### src/rtl/bnn_sequencer.sv
// Stage sequencer for a three-layer BNN: IDLE -> LOAD -> LAYER_1..3 -> DONE, all outputs registered.
// Define BNN_WATCHDOG_EN to add a per-stage watchdog that sends a stalled busy stage to ERROR.
module bnn_sequencer #(
   parameter int unsigned TIMEOUT = 2047
) (
   input  logic       clk,
   input  logic       rst,
   input  logic       start,
   input  logic       abort,
   input  logic       load_done,
   input  logic       l1_done,
   input  logic       l2_done,
   input  logic       l3_done,
   output logic [2:0] state,
   output logic       layer_clr,
   output logic       busy,
   output logic       result_valid,
   output logic       error,
   output logic [2:0] err_stage
);

   typedef enum logic [2:0] {
      S_IDLE    = 3'b000,
      S_LOAD    = 3'b001,
      S_LAYER_1 = 3'b010,
      S_LAYER_2 = 3'b011,
      S_LAYER_3 = 3'b100,
      S_DONE    = 3'b101,
      S_ERROR   = 3'b110,
      S_ILLEGAL = 3'b111
   } state_t;

   if (TIMEOUT < 16 || TIMEOUT > 65535) begin : g_timeout_range
      $error("bnn_sequencer: TIMEOUT must be within 16..65535");
   end

   state_t state_q, state_d;
   logic   layer_clr_q, layer_clr_d;
   logic   busy_q, busy_d;
   logic   result_valid_q, result_valid_d;
   logic   stage_done;
   logic   timeout;

   // load_done is masked during the re-arm cycle so a stale level from the previous run is ignored
   always_comb begin
      stage_done = 1'b0;
      case (state_q)
         S_LOAD:    stage_done = load_done & ~layer_clr_q;
         S_LAYER_1: stage_done = l1_done;
         S_LAYER_2: stage_done = l2_done;
         S_LAYER_3: stage_done = l3_done;
         default:   stage_done = 1'b0;
      endcase
   end

   always_comb begin
      state_d     = state_q;
      layer_clr_d = 1'b0;
      case (state_q)
         S_IDLE: begin
            if (start && !abort) begin
               state_d     = S_LOAD;
               layer_clr_d = 1'b1;
            end
         end
         S_LOAD:    if (stage_done) state_d = S_LAYER_1;
         S_LAYER_1: if (stage_done) state_d = S_LAYER_2;
         S_LAYER_2: if (stage_done) state_d = S_LAYER_3;
         S_LAYER_3: if (stage_done) state_d = S_DONE;
         S_DONE: begin
            if (start) begin
               state_d     = S_LOAD;
               layer_clr_d = 1'b1;
            end
         end
         S_ERROR:   state_d = S_ERROR;
         default:   state_d = S_IDLE;
      endcase
      if (timeout) begin
         state_d = S_ERROR;
      end
      // abort outranks every other event, including a simultaneous start or timeout
      if (abort && state_q != S_IDLE) begin
         state_d     = S_IDLE;
         layer_clr_d = 1'b1;
      end
   end

   assign busy_d         = (state_d == S_LOAD)    || (state_d == S_LAYER_1) ||
                           (state_d == S_LAYER_2) || (state_d == S_LAYER_3);
   assign result_valid_d = (state_d == S_DONE);

   always_ff @(posedge clk or posedge rst) begin
      if (rst) begin
         state_q        <= S_IDLE;
         layer_clr_q    <= 1'b0;
         busy_q         <= 1'b0;
         result_valid_q <= 1'b0;
      end else begin
         state_q        <= state_d;
         layer_clr_q    <= layer_clr_d;
         busy_q         <= busy_d;
         result_valid_q <= result_valid_d;
      end
   end

`ifdef BNN_WATCHDOG_EN
   localparam logic [15:0] CNT_MAX = 16'(TIMEOUT);
   localparam logic [15:0] CNT_LIM = 16'(TIMEOUT - 1);

   logic [15:0] stage_cnt_q, stage_cnt_d;
   logic        error_q, error_d;
   logic [2:0]  err_stage_q, err_stage_d;
   logic        stage_busy;

   assign stage_busy = (state_q == S_LOAD)    || (state_q == S_LAYER_1) ||
                       (state_q == S_LAYER_2) || (state_q == S_LAYER_3);

   // a done sampled on the limit cycle wins over the timeout
   assign timeout = stage_busy && (stage_cnt_q >= CNT_LIM) && !stage_done;

   always_comb begin
      stage_cnt_d = stage_cnt_q;
      err_stage_d = err_stage_q;
      if (state_d != state_q) begin
         stage_cnt_d = 16'd0;
      end else if (stage_busy && stage_cnt_q < CNT_MAX) begin
         stage_cnt_d = stage_cnt_q + 16'd1;
      end
      if (state_d == S_ERROR && state_q != S_ERROR) begin
         err_stage_d = state_q;
      end else if (state_d == S_IDLE) begin
         err_stage_d = 3'b000;
      end
      error_d = (state_d == S_ERROR);
   end

   always_ff @(posedge clk or posedge rst) begin
      if (rst) begin
         stage_cnt_q <= 16'd0;
         error_q     <= 1'b0;
         err_stage_q <= 3'b000;
      end else begin
         stage_cnt_q <= stage_cnt_d;
         error_q     <= error_d;
         err_stage_q <= err_stage_d;
      end
   end

   assign error     = error_q;
   assign err_stage = err_stage_q;
`else
   assign timeout   = 1'b0;
   assign error     = 1'b0;
   assign err_stage = 3'b000;
`endif

   assign state        = state_q;
   assign layer_clr    = layer_clr_q;
   assign busy         = busy_q;
   assign result_valid = result_valid_q;

endmodule
### config.mk
export PLATFORM = sky130hd
export DESIGN_NAME = bnn_sequencer
export DESIGN_NICKNAME = d
export VERILOG_FILES = /design/src/rtl/bnn_sequencer.sv
export SDC_FILE = /design/constraint.sdc
export NUM_CORES = 1
export LEC_CHECK = 0
export BUFFER_PORTS_ARGS = -buffer_cell sky130_fd_sc_hd__buf_2
export CAP_MARGIN = 20
export CORE_AREA = 2 2 39 41
export DETAILED_ROUTE_END_ITERATION = 12
export DIE_AREA = 0 0 41 43
export GPL_ROUTABILITY_DRIVEN = 0
export HOLD_SLACK_MARGIN = 0.12
export SLEW_MARGIN = 10
export SYNTH_ARGS = -nofsm -noshare
export SYNTH_HDL_FRONTEND = slang
export SYNTH_SLANG_ARGS = --single-unit
### constraint.sdc
create_clock -name clk -period 4.95 [get_ports clk]
set_input_delay 0.2475 -clock clk [delete_from_list [all_inputs] [get_ports clk]]
set_output_delay 0.2475 -clock clk [all_outputs]
set_load 0.05 [all_outputs]
==> metrics.yaml <==
synth:
  synth_top_flop_cell: "dfrtp_1"
  synth.most_common_cell: "dfrtp_1"
  synth_common_cells: "dfrtp_1, buf_4, inv_1, nor2_1, o21ai_0"
  yosysWarnings: 0
  synth_top_area_cell: "dfrtp_1"
  async_flop_share: 1.000
  syn-cell-area_um2: 435.4
  synth-edff-count: 0
  yosys.area.top_type_share: 0.3448
  synth_area_leaders: "dfrtp_1, buf_4, buf_6"
  postSynthAreaPerCell_um2: 8.886
  synthCells: 49
  ys_ff_latch: 6
  synth.distinct_cells: 25
  yosysSeqAreaShare: 0.3448
layout:
  post-route-cell-area_um2: 506.7
  multi_input_area_um2: 224.0
  fill_cells: 146
  syn2layout_area_growth_pct: 16.38
  antennaDiodeCount: 0
  fin_nets: 72
  regArea_um2: 150.1
  drive_gt1_frac: 0.3548
clock_network:
  cts_buffers: 3
  cts_sinks: 6
  cts_buffer_depth: 2
  insertion_delay_ns: 0.25
  cts_tree: "yes"
  clk_pin_slew_worst_paths_ns: 0.05
  root_buffer: "clkbuf_4"
  cts_setup_buffers: 0
  htreeDepth: 1
global_route:
  antenna_found_initial: 0
  grt_first_pass_wirelength_um: 1400
  grt_use_total: 0.1206
  grt_pass1_vias: 321
  grt_max_degree: 13
  grt_overflow_total: 0
timing:
  max_freq_mhz: 546.2
  period_share: 0.3699
  setup_viol: 0
  min_period_ns: 1.831
  fin_skew_ns: 0.007900
  rsz0062_at_grt: "no"
  timing.setup.tns_ns: 0
  drv_slew: 0
  finalHoldViolations: 0
min_path:
  hold_path.class: "in -> reg"
  min_from: "abort"
  whs_endpoint: "state[1]"
  hold_depth: 2
floorplan:
  die_area_um2: 1763
  start_util: 0.3146
  fp.dieH_um: 43
  io_pins: 18
  std_cell_rows: 14
  core_area_um2: 1384
  die_x_um: 41
power:
  power_density_nw_per_um2: 548.4
  ir_drop_v: 0.0002366
  leakage_nw: 0.2375
route:
  first_pass_iters: 5
  via_per_inst: 4.731
  vias: 369
  ant_nets: 0
  drc: 0
  postRouteWirelength_um: 961
  wl_per_cell_um: 12.32
  drt-initial-drc-count: 5
setup_path:
  path_class: "reg -> reg"
  timing.rr.start: "state[0]"
  max_stage_delay_ns: 0.53
  r2r-end: "busy"
  critPathRequiredTime_ns: 5.08
  crit_path_max_fanout: 12
  critical_path.top_delay_family: "simple AND/OR/NAND/NOR gates"
  crit_arrival_ns: 1.96
  crit_chain: "inv_1 > or4_4 > a21oi_4 > nor4_2 > a2111oi_2"
  reg2reg_depth: 5
  cp_slowest_cell: "dfrtp_1"
  crit_buf_inv: 1
  cp-start-kind: "flop"
  cp-end-kind: "flop"
  ff2ff_setup_slack_ns: 3.12
outcome:
  outcome: "completed"
placed_design:
  placed_area_um2: 474.2
  portBuffers: 13
  dp_hpwl_um: 688.4
flow_run:
  max_cap_viol_count: 0
==> worst register-to-register path: stages, from the launching register on <==
cell	delay [ns]
dfrtp_1	0.53
inv_1	0.12
or4_4	0.50
a21oi_4	0.17
nor4_2	0.07
a2111oi_2	0.33
==> stage by stage <==
step                      cells  hold slack, ns  utilization  total power [W]  worst slack, ns
after detailed placement     74          0.1853       0.3427        0.0002305            3.129
after global placement       74          0.1690       0.3427        0.0002285            3.185
final                        78          0.2991       0.3662        0.0002779            3.119
after global routing         78          0.2924       0.3662        0.0002964            3.031
after floorplan              52         0.03846            -        0.0002099            2.999
after CTS                    78          0.2892       0.3662        0.0002783            3.115
==> metal layers <==
metal | up-vias | global-route usage | wire [um]
met5 | - | 0 | 0
met4 | 0 | 0.06000 | 0
met3 | 0 | 0.03141 | 51
met2 | 14 | 0.1656 | 429
met1 | 166 | 0.1677 | 480
li1 | 189 | - | -
==> cells by family (layout without fill, tap and decap cells) <==
family / Yosys count / in the layout / synth area share
AO/OA/AOI/OAI: 16 / 16 / 0.2673
multiplexers: 1 / 1 / 0.02299
AND/OR/NAND/NOR: 14 / 14 / 0.1897
other: 1 / 4 / 0.008612
buffers and inverters: 11 / 21 / 0.1666
flip-flops: 6 / 6 / 0.3448
==> what timing repair did <==
action                                  4_1_cts  5_1_grt
gates resized for setup                       0        0
endpoints found under the setup margin        0        0
hold endpoints to repair                      6        0
hold buffers                                  1        0
==> cell type report <==
class | count | share of cell area
timing repair buffer | 14 | 0.1481
sequential | 6 | 0.2963
multi-input combinational | 35 | 0.4420
clock buffer | 3 | 0.04444
inverter | 4 | 0.02963
tap | 16 | 0.03951
==> placed cells by master (no fill, tap or decap), drive strengths merged, types with 2 or more instances in the layout <==
| cell | netlist | routed |
|---|---|---|
| nand2 | 3 | 3 |
| a21oi | 5 | 5 |
| clkbuf | 0 | 3 |
| conb | 1 | 4 |
| buf | 7 | 13 |
| o21ai | 6 | 6 |
| nor2 | 4 | 4 |
| inv | 4 | 4 |
| nor2b | 2 | 2 |
| dfrtp | 6 | 6 |
==> sequential cells by signal, indices dropped and copies added, names as in the netlist <==
register,cells
state,3
busy,1
result_valid,1
layer_clr,1
==> worst max path at each step <==
stage                         from   end  slack, ns  cells past startpoint
after detailed placement  state[0]  busy       3.13                      5
after floorplan           state[2]  busy       3.00                      5
final                     state[0]  busy       3.12                      5
after global routing      state[0]  busy       3.03                      5
after CTS                 state[0]  busy       3.11                      5
after global placement    state[0]  busy       3.18                      5
==> power breakdown <==
group	internal, W	leakage, nW	total, W	switching, W
clock	0.0000275	0.0138	0.0000467	0.0000191
sequential	0.0000631	0.0784	0.0000824	0.0000193
combinational	0.0000475	0.145	0.000149	0.000101
total	0.000138	0.238	0.000278	0.000140
Note: power is estimated with default switching activity, not from simulation.
